[src/rtl/asyn_dff_pipe.sv]
// asyn_dff_pipe: elastic valid/ready delay line of DEPTH async-reset register stages with bubble collapse.
// Latency: a word accepted at edge N into an empty pipe shows on out_* after edge N+DEPTH-1; 1 word/cycle sustained.
// Backpressure: empty stages always accept, so in_ready drops only when every stage is full and out_ready=0.
//
// Ports:
//   clk, rst_n              rising-edge clock, asynchronous active-low reset
//   clr                     synchronous flush: empties every stage and reloads RESET_VAL
//   in_valid/in_ready/in_data     upstream handshake and payload
//   out_valid/out_ready/out_data  downstream handshake and payload (last stage)
//   count                   number of occupied stages, 0..DEPTH
module asyn_dff_pipe #(
    parameter int               WIDTH     = 8,
    parameter int               DEPTH     = 4,
    parameter logic [WIDTH-1:0] RESET_VAL = '0
) (
    input  logic                       clk,
    input  logic                       rst_n,
    input  logic                       clr,
    input  logic                       in_valid,
    output logic                       in_ready,
    input  logic [WIDTH-1:0]           in_data,
    output logic                       out_valid,
    input  logic                       out_ready,
    output logic [WIDTH-1:0]           out_data,
    output logic [$clog2(DEPTH+1)-1:0] count
);

    localparam int CW = $clog2(DEPTH+1);

    logic [DEPTH-1:0] vld;
    logic [DEPTH-1:0] mv;
    logic [WIDTH-1:0] dat [DEPTH];

    logic in_fire;
    logic out_fire;

    // A stage moves when it is empty or the stage below it moves. Unrolled,
    // stage k is blocked only when stages k..DEPTH-1 are all full and the
    // output is stalled, so a running AND from the output end gives every
    // enable without a self-referencing chain.
    always_comb begin
        logic all_full;
        all_full = 1'b1;
        mv       = '0;
        for (int k = DEPTH - 1; k >= 0; k--) begin
            all_full = all_full & vld[k];
            mv[k]    = !all_full | out_ready;
        end
    end

    // Combinational out_ready -> in_ready path is intentional: a full pipe
    // still accepts a word in the same cycle the output drains one.
    assign in_ready  = mv[0] & !clr;
    assign out_valid = vld[DEPTH-1];
    assign out_data  = dat[DEPTH-1];

    assign in_fire  = in_valid & in_ready;
    assign out_fire = out_valid & out_ready;

    genvar k;
    for (k = 0; k < DEPTH; k++) begin : g_stage
        logic             up_vld;
        logic [WIDTH-1:0] up_dat;
        logic             s_vld;
        logic [WIDTH-1:0] s_dat;

        if (k == 0) begin : g_head
            assign up_vld = in_valid;
            assign up_dat = in_data;
        end else begin : g_body
            assign up_vld = vld[k-1];
            assign up_dat = dat[k-1];
        end

        // Payload only loads behind a valid bit; an empty stage keeps stale
        // data to avoid toggling the wide register for nothing.
        always_ff @(posedge clk or negedge rst_n) begin
            if (!rst_n) begin
                s_vld <= 1'b0;
                s_dat <= RESET_VAL;
            end else if (clr) begin
                s_vld <= 1'b0;
                s_dat <= RESET_VAL;
            end else if (mv[k]) begin
                s_vld <= up_vld;
                if (up_vld) begin
                    s_dat <= up_dat;
                end
            end
        end

        assign vld[k] = s_vld;
        assign dat[k] = s_dat;
    end

    // Occupancy tracks fires rather than recounting vld each cycle.
    always_ff @(posedge clk or negedge rst_n) begin
        if (!rst_n) begin
            count <= '0;
        end else if (clr) begin
            count <= '0;
        end else if (in_fire && !out_fire) begin
            count <= count + CW'(1);
        end else if (out_fire && !in_fire) begin
            count <= count - CW'(1);
        end
    end

endmodule

[config.mk]
export PLATFORM = sky130hd
export DESIGN_NAME = asyn_dff_pipe
export DESIGN_NICKNAME = d
export VERILOG_FILES = /design/src/rtl/asyn_dff_pipe.sv
export SDC_FILE = /design/constraint.sdc
export NUM_CORES = 1
export LEC_CHECK = 0
export BUFFER_PORTS_ARGS = -buffer_cell sky130_fd_sc_hd__buf_2
export CELL_PAD_IN_SITES_DETAIL_PLACEMENT = 0
export CELL_PAD_IN_SITES_GLOBAL_PLACEMENT = 1
export CORE_MARGIN = 2
export CORE_UTILIZATION = 35
export CTS_CLUSTER_DIAMETER = 40
export DETAILED_ROUTE_END_ITERATION = 6
export GPL_TIMING_DRIVEN = 0
export HOLD_SLACK_MARGIN = 0.15
export PLACE_DENSITY = 0.66
export SLEW_MARGIN = 20
export SYNTH_ARGS = -nofsm -noshare
export SYNTH_HDL_FRONTEND = slang
export SYNTH_SLANG_ARGS = --single-unit
[constraint.sdc]
create_clock -name clk -period 2.4 [get_ports clk]
set_input_delay 0.12 -clock clk [delete_from_list [all_inputs] [get_ports clk]]
set_output_delay 0.12 -clock clk [all_outputs]
set_load 0.03 [all_outputs]
==> impl_metrics.py, run 1 <==
metrics = {
    "synth": {
        "async_flop_share": 1.00,
        "ys.flop_type": "dfrtp_1",
        "avgSynthCellArea_um2": 11.6,
        "ys_seq_elements": 39,
        "syn_area_um2": 1770,
        "synth_nets": 166,
        "synth_commonest_cells": "dfrtp_1 (39), nand2b_1 (17), a22o_1 (16), a21oi_1 (13), nand3_1 (9)",
        "yosysUniqueCellTypes": 30,
        "yosys_warnings": 0,
        "netlist.area_leader.share": 0.552,
        "synth_area_leaders": "dfrtp_1 (55%), a22o_1 (7.9%), nand2b_1 (6.0%)",
        "synthCells": 152,
        "yosysMostFrequentCell": "dfrtp_1",
        "synth-seq-area-share": 0.552,
        "synth-edff-count": 0,
        "yosysTopAreaCell": "dfrtp_1",
    },
    "power_and_ir_drop": {
        "sw_frac_of_total": 0.253,
        "p_int_uw": 951,
        "total_power_uw": 1270,
        "p_leak_uw": 0.000995,
        "pwr-share-comb": 0.126,
        "vdd_ir_drop_max_uv": 243,
        "power.density_nw_per_um2": 587,
        "p_seq_frac": 0.544,
        "p_clk_frac": 0.329,
        "p_switching_uw": 323,
    },
    "finish": {
        "drive_gt1_frac": 0.262,
        "antennaDiodeCount": 0,
        "instances_no_fill": 262,
        "layout.nets": 208,
        "areaGrowthSynthToFinish_pct": 22.6,
    },
    "placed_design": {
        "placed_cells": 244,
        "dp_hpwl_mm": 2.47,
        "pre_cts_ws_ns": 0.0677,
        "gp_congestion": 0.767,
        "numPortBuffers": 25,
    },
    "hold_path": {
        "hold_class": "primary input to flip-flop",
    },
    "die": {
        "die_x_um": 75.1,
        "die_h_um": 75.1,
        "num_rows": 25,
        "core_region_area_um2": 4790,
        "start_util": 0.370,
        "dieArea_um2": 5640,
        "io_pins": 26,
    },
    "run_status": {
        "outcome": "finished clean",
    },
    "sta": {
        "fin_crit_ns": 2.29,
        "fin_tns_setup_ns": 0,
        "skew_ns": 0.00394,
        "post-route-period-util": 0.956,
        "drv_slew": 0,
        "setup_viol": 0,
        "max_freq_mhz": 436,
        "rsz0062_at_grt": "no",
        "hold_violations": 0,
        "maxSlewHeadroom": 0.443,
        "tightest_slew_ns": 0.835,
        "layout_setup_ws_ns": 0.107,
    },
    "grt": {
        "grt_pass1_wl_mm": 5.64,
        "grt_pass1_vias": 1194,
        "grt_start_max_net_pins": 40,
        "antenna_found_initial": 0,
        "grt_overflow": 0,
        "grt_usage": 0.133,
    },
    "clocking": {
        "clk_pin_slew_ns": 0.07,
        "cts.sinks": 39,
        "clock_latency_ns": 0.28,
        "cts-root-buf": "clkbuf_8",
        "cts.path.max_buffers": 2,
        "post_cts_buffers": 0,
        "h-tree-depth": 2,
        "cts_tree": "yes",
        "cts_buffers": 5,
    },
    "detailed_routing": {
        "routed_wl_mm": 3.30,
        "via_per_inst": 4.76,
        "vias": 1248,
        "drtAntennaViolNets": 0,
        "route.detailed.drc": 0,
        "dr.pass1.iters": 4,
        "drt_iter0_markers": 42,
        "wire_per_inst_um": 12.6,
    },
    "job": {
        "cap_violations": 0,
    },
    "setup_path": {
        "worstSetupPathType": "flip-flop to flip-flop",
        "critPathArrivalTime_ns": 2.47,
        "endpoint_kind": "flip-flop",
        "crit_required_ns": 2.57,
        "crit_path_max_fanout": 9,
        "worst_setup_path_start_kind": "flip-flop",
    },
}
[cell families (layout without fill, tap and decap cells)]
| group | Yosys count | after routing | share of synthesized area |
|---|---|---|---|
| adder cells (fa/ha/maj) | 1 | 1 | 0.0113 |
| AND/OR/NAND/NOR | 44 | 44 | 0.160 |
| AO/OA/AOI/OAI | 44 | 44 | 0.175 |
| buffers and inverters | 13 | 56 | 0.0382 |
| flip-flops | 39 | 39 | 0.552 |
| multiplexers | 11 | 11 | 0.0644 |
[worst paths after layout]
kind                                     startpoint  depth (start not counted)  slack (ns)                   to
worst max-delay path                      out_valid                          8        0.11             count[2]
worst min-delay path                            clr                          3        0.28     g_stage[1].s_vld
worst max register to register            out_valid                          8        0.11             count[2]
worst min register to register  g_stage[2].s_dat[3]                          1        0.51  g_stage[2].s_dat[3]
max in group asynchronous                     rst_n                          2        1.34     g_stage[1].s_vld
min in group asynchronous                     rst_n                          2        0.47          out_data[3]
[power groups by stage]
stage	Combinational [µW]	Sequential (µW)	Clock, µW
after floorplan	82.8	719	0
after global placement	145	705	0
after detailed placement	150	706	0
after CTS	163	693	438
after global routing	179	696	471
final	161	693	419
[repair_timing]
action,4_1_cts,5_1_grt
hold endpoints to repair,48,0
endpoints found under the setup margin,0,1
gates resized for setup,0,3
hold buffers,10,0
[final cells by class]
class | count | area [µm²]
Clock buffer | 6 | 72.6
Multi-Input combinational cell | 100 | 728
Sequential cell | 39 | 978
Buffer | 8 | 48.8
Fill cell | 464 | 2620
Timing Repair Buffer | 35 | 225
Clock inverter | 2 | 12.5
Inverter | 5 | 18.8
Tap cell | 67 | 83.8
[cell usage in the layout, fill, tap and decap left out]
| cell | count |
|---|---|
| o21ba_2 | 1 |
| clkbuf_8 | 5 |
| a221oi_2 | 1 |
| nand3b_1 | 1 |
| inv_1 | 5 |
| buf_2 | 28 |
| a21boi_0 | 1 |
| o21ai_0 | 8 |
| nor2_1 | 7 |
| a21oi_1 | 13 |
| and3b_4 | 1 |
| and2_1 | 1 |
| buf_4 | 2 |
| a31oi_1 | 1 |
| dfrtp_2 | 2 |
| clkbuf_1 | 2 |
| a21oi_2 | 2 |
| fa_2 | 1 |
| nand4b_1 | 1 |
| dlygate4sd3_1 | 10 |
| nor3b_1 | 1 |
| a22o_1 | 16 |
| nor2b_1 | 3 |
| nand3_1 | 9 |
| nand2b_1 | 17 |
| buf_6 | 1 |
| clkinv_2 | 1 |
| buf_1 | 1 |
| o21a_1 | 1 |
| clkinvlp_4 | 1 |
| nor3b_4 | 2 |
| nand4_1 | 1 |
| mux2i_1 | 8 |
| mux2_2 | 3 |
| dfrtp_1 | 37 |
[flip-flops by register name, summed over array words and instances (netlist names)]
register	cells
g_stage.s_dat	24
out_data	8
count	3
g_stage.s_vld	3
out_valid	1
[per-layer routing]
metal | vias up | wire length [µm] | GRT usage | share of wire
li1 | 622 | - | - | -
met1 | 595 | 1580 | 0.182 | 0.48
met2 | 24 | 1520 | 0.202 | 0.46
met3 | 7 | 156 | 0.0442 | 0.047
met4 | 0 | 49 | 0.0417 | 0.015
met5 | - | 0 | 0 | 0
[metrics by stage]
step | hold slack (ns) | instance area [µm²] | utilization
after floorplan | -0.176 | 1770 | -
after global routing | 0.301 | 2170 | 0.453
final | 0.281 | 2170 | 0.453
after CTS | 0.278 | 2160 | 0.452
after global placement | 0.262 | 1980 | 0.413
after detailed placement | 0.274 | 1980 | 0.413
[critical path, stage by stage, from the launching register on]
cell      delay, ns
dfrtp_1        0.37
buf_6          0.14
nand2b_1       0.07
o21a_1         0.19
buf_4          0.18
and2_1         0.16
fa_2           0.37
a221oi_2       0.34
mux2_2         0.36
(Power assumes the default switching activity.)
==> inputs of run 2 (changes only) <==
--- a/config.mk
+++ b/config.mk
@@ -10,6 +10,7 @@
 export CELL_PAD_IN_SITES_GLOBAL_PLACEMENT = 1
 export CORE_MARGIN = 2
 export CORE_UTILIZATION = 35
+export CTS_BUF_LIST = sky130_fd_sc_hd__clkbuf_2 sky130_fd_sc_hd__clkbuf_4 sky130_fd_sc_hd__clkbuf_8
 export CTS_CLUSTER_DIAMETER = 40
 export DETAILED_ROUTE_END_ITERATION = 6
 export GPL_TIMING_DRIVEN = 0
==> run 2 against run 1 <==
  * Core utilization rose by 0.078 points
  * Power increased by 0.93%
  * Via count fell by 0.16%
  * Non-clock buffer count did not move
  * Worst hold slack hardly changed
  * Sequential power about the same
  * Cell area up 0.17%
  * Maximum frequency did not move
  * Global-route usage is the same
  * Clock-buffer cell count unchanged
  * Die area stayed put
  * First-iteration DRC count is the same
==> impl_metrics.py, run 2 (same netlist as run 1, synthesis figures left out) <==
metrics = {
    "sta": {
        "rsz0062_at_grt": "no",
        "fin_crit_ns": 2.29,
        "skew_ns": 0.00397,
        "drv_slew": 0,
        "maxSlewHeadroom": 0.443,
        "setup_viol": 0,
        "tightest_slew_ns": 0.835,
        "max_freq_mhz": 436,
        "hold_violations": 0,
        "post-route-period-util": 0.956,
        "fin_tns_setup_ns": 0,
    },
    "grt": {
        "antenna_found_initial": 0,
        "grt_start_max_net_pins": 40,
        "grt_pass1_vias": 1194,
        "grt_overflow": 0,
        "grt_pass1_wl_mm": 5.64,
        "grt_usage": 0.133,
    },
    "run_status": {
        "outcome": "finished clean",
    },
    "power_and_ir_drop": {
        "vdd_ir_drop_max_uv": 243,
        "sw_frac_of_total": 0.251,
        "p_switching_uw": 323,
        "p_int_uw": 962,
        "p_seq_frac": 0.539,
        "power.density_nw_per_um2": 592,
        "p_clk_frac": 0.335,
        "pwr-share-comb": 0.125,
        "p_leak_uw": 0.000998,
    },
    "finish": {
        "finish.instance_area_um2": 2170,
        "areaGrowthSynthToFinish_pct": 22.8,
        "drive_gt1_frac": 0.267,
        "layout.nets": 208,
        "finish.utilization": 0.454,
        "largest_register_ffs": 24,
        "antennaDiodeCount": 0,
        "regMostFlops": "g_stage.s_dat",
        "nFillCells": 465,
        "mostFrequentLayoutCells": "dfrtp_1 (37), buf_2 (28), nand2b_1 (17), a22o_1 (16), a21oi_1 (13)",
        "layout_commonest_cell": "dfrtp_1",
    },
    "detailed_routing": {
        "route.detailed.drc": 0,
        "via_per_inst": 4.76,
        "drtAntennaViolNets": 0,
        "dr.pass1.iters": 4,
        "wire_per_inst_um": 12.6,
        "routed_wl_mm": 3.31,
        "drt_iter0_markers": 42,
        "vias": 1246,
    },
    "setup_path": {
        "worst_setup_path_start_kind": "flip-flop",
        "crit_path_max_fanout": 9,
        "crit_required_ns": 2.57,
        "worstSetupPathType": "flip-flop to flip-flop",
        "endpoint_kind": "flip-flop",
        "critPathArrivalTime_ns": 2.47,
    },
    "clocking": {
        "clock_latency_ns": 0.29,
        "cts.path.max_buffers": 2,
        "cts-root-buf": "clkbuf_8",
        "cts_tree": "yes",
        "clk_pin_slew_ns": 0.07,
        "cts.sinks": 39,
        "cts_buffers": 5,
        "h-tree-depth": 2,
    },
    "job": {
        "cap_violations": 0,
    },
    "die": {
        "start_util": 0.370,
        "die_x_um": 75.1,
        "io_pins": 26,
        "core_region_area_um2": 4790,
        "die_h_um": 75.1,
        "num_rows": 25,
        "dieArea_um2": 5640,
    },
    "placed_design": {
        "placed_cell_area_um2": 1980,
        "gp_congestion": 0.767,
        "numPortBuffers": 25,
        "dp_hpwl_mm": 2.47,
    },
    "hold_path": {
        "hold_class": "primary input to flip-flop",
    },
}
[run 2: worst paths after layout]
path / to / slack, ns / depth (start not counted) / start
max: count[2] / 0.11 / 8 / out_valid
min: g_stage[1].s_vld / 0.28 / 3 / clr
min reg2reg: g_stage[2].s_dat[3] / 0.51 / 1 / g_stage[2].s_dat[3]
max reg2reg: count[2] / 0.11 / 8 / out_valid
min in group asynchronous: out_data[3] / 0.47 / 2 / rst_n
max in group asynchronous: g_stage[1].s_vld / 1.34 / 2 / rst_n
[run 2: routing by layer]
| layer | global-route usage | up-vias | wire length [µm] |
|---|---|---|---|
| met1 | 0.182 | 593 | 1600 |
| met3 | 0.0442 | 7 | 142 |
| met4 | 0.0417 | 0 | 49 |
| li1 | - | 622 | - |
| met2 | 0.202 | 24 | 1520 |
| met5 | 0 | - | 0 |
[run 2: metrics by stage]
stage	setup slack (ns)	power (µW)	std cells	hold WS (ns)
3_5_place_dp	0.0677	856	244	0.274
4_1_cts	0.0457	1310	262	0.278
2_1_floorplan	0.0549	801	152	-0.176
6_report	0.107	1290	262	0.281
5_1_grt	0.0253	1360	262	0.301
3_3_place_gp	0.102	850	244	0.262
[run 2: what timing repair did]
| action | 4_1_cts | 5_1_grt |
|---|---|---|
| gates resized for setup | 0 | 3 |
| hold buffers | 10 | 0 |
| endpoints found under the hold margin | 48 | 0 |
| buffers inserted | 0 | 0 |
| setup endpoints to repair | 0 | 1 |
[run 2: power groups by stage]
stage | Combinational, µW | Sequential (µW) | Clock (µW)
final | 161 | 693 | 431
after global routing | 179 | 696 | 482
after CTS | 163 | 693 | 450
after detailed placement | 150 | 706 | 0
after global placement | 145 | 705 | 0
after floorplan | 82.8 | 719 | 0
[run 2: area by class of cell]
class | instances | area (µm²) | area share
Buffer | 8 | 48.8 | 0.0225
Clock buffer | 6 | 76.3 | 0.0351
Clock inverter | 2 | 12.5 | 0.00576
Inverter | 5 | 18.8 | 0.00864
Multi-Input combinational cell | 100 | 728 | 0.335
Sequential cell | 39 | 978 | 0.450
Tap cell | 67 | 83.8 | 0.0386
Timing Repair Buffer | 35 | 225 | 0.104
[run 2: worst max-delay path, cell delays in order (launching register included)]
cell and delay [ns]:
dfrtp_1 0.37, buf_6 0.14, nand2b_1 0.07, o21a_1 0.19
buf_4 0.18, and2_1 0.16, fa_2 0.37, a221oi_2 0.34
mux2_2 0.36
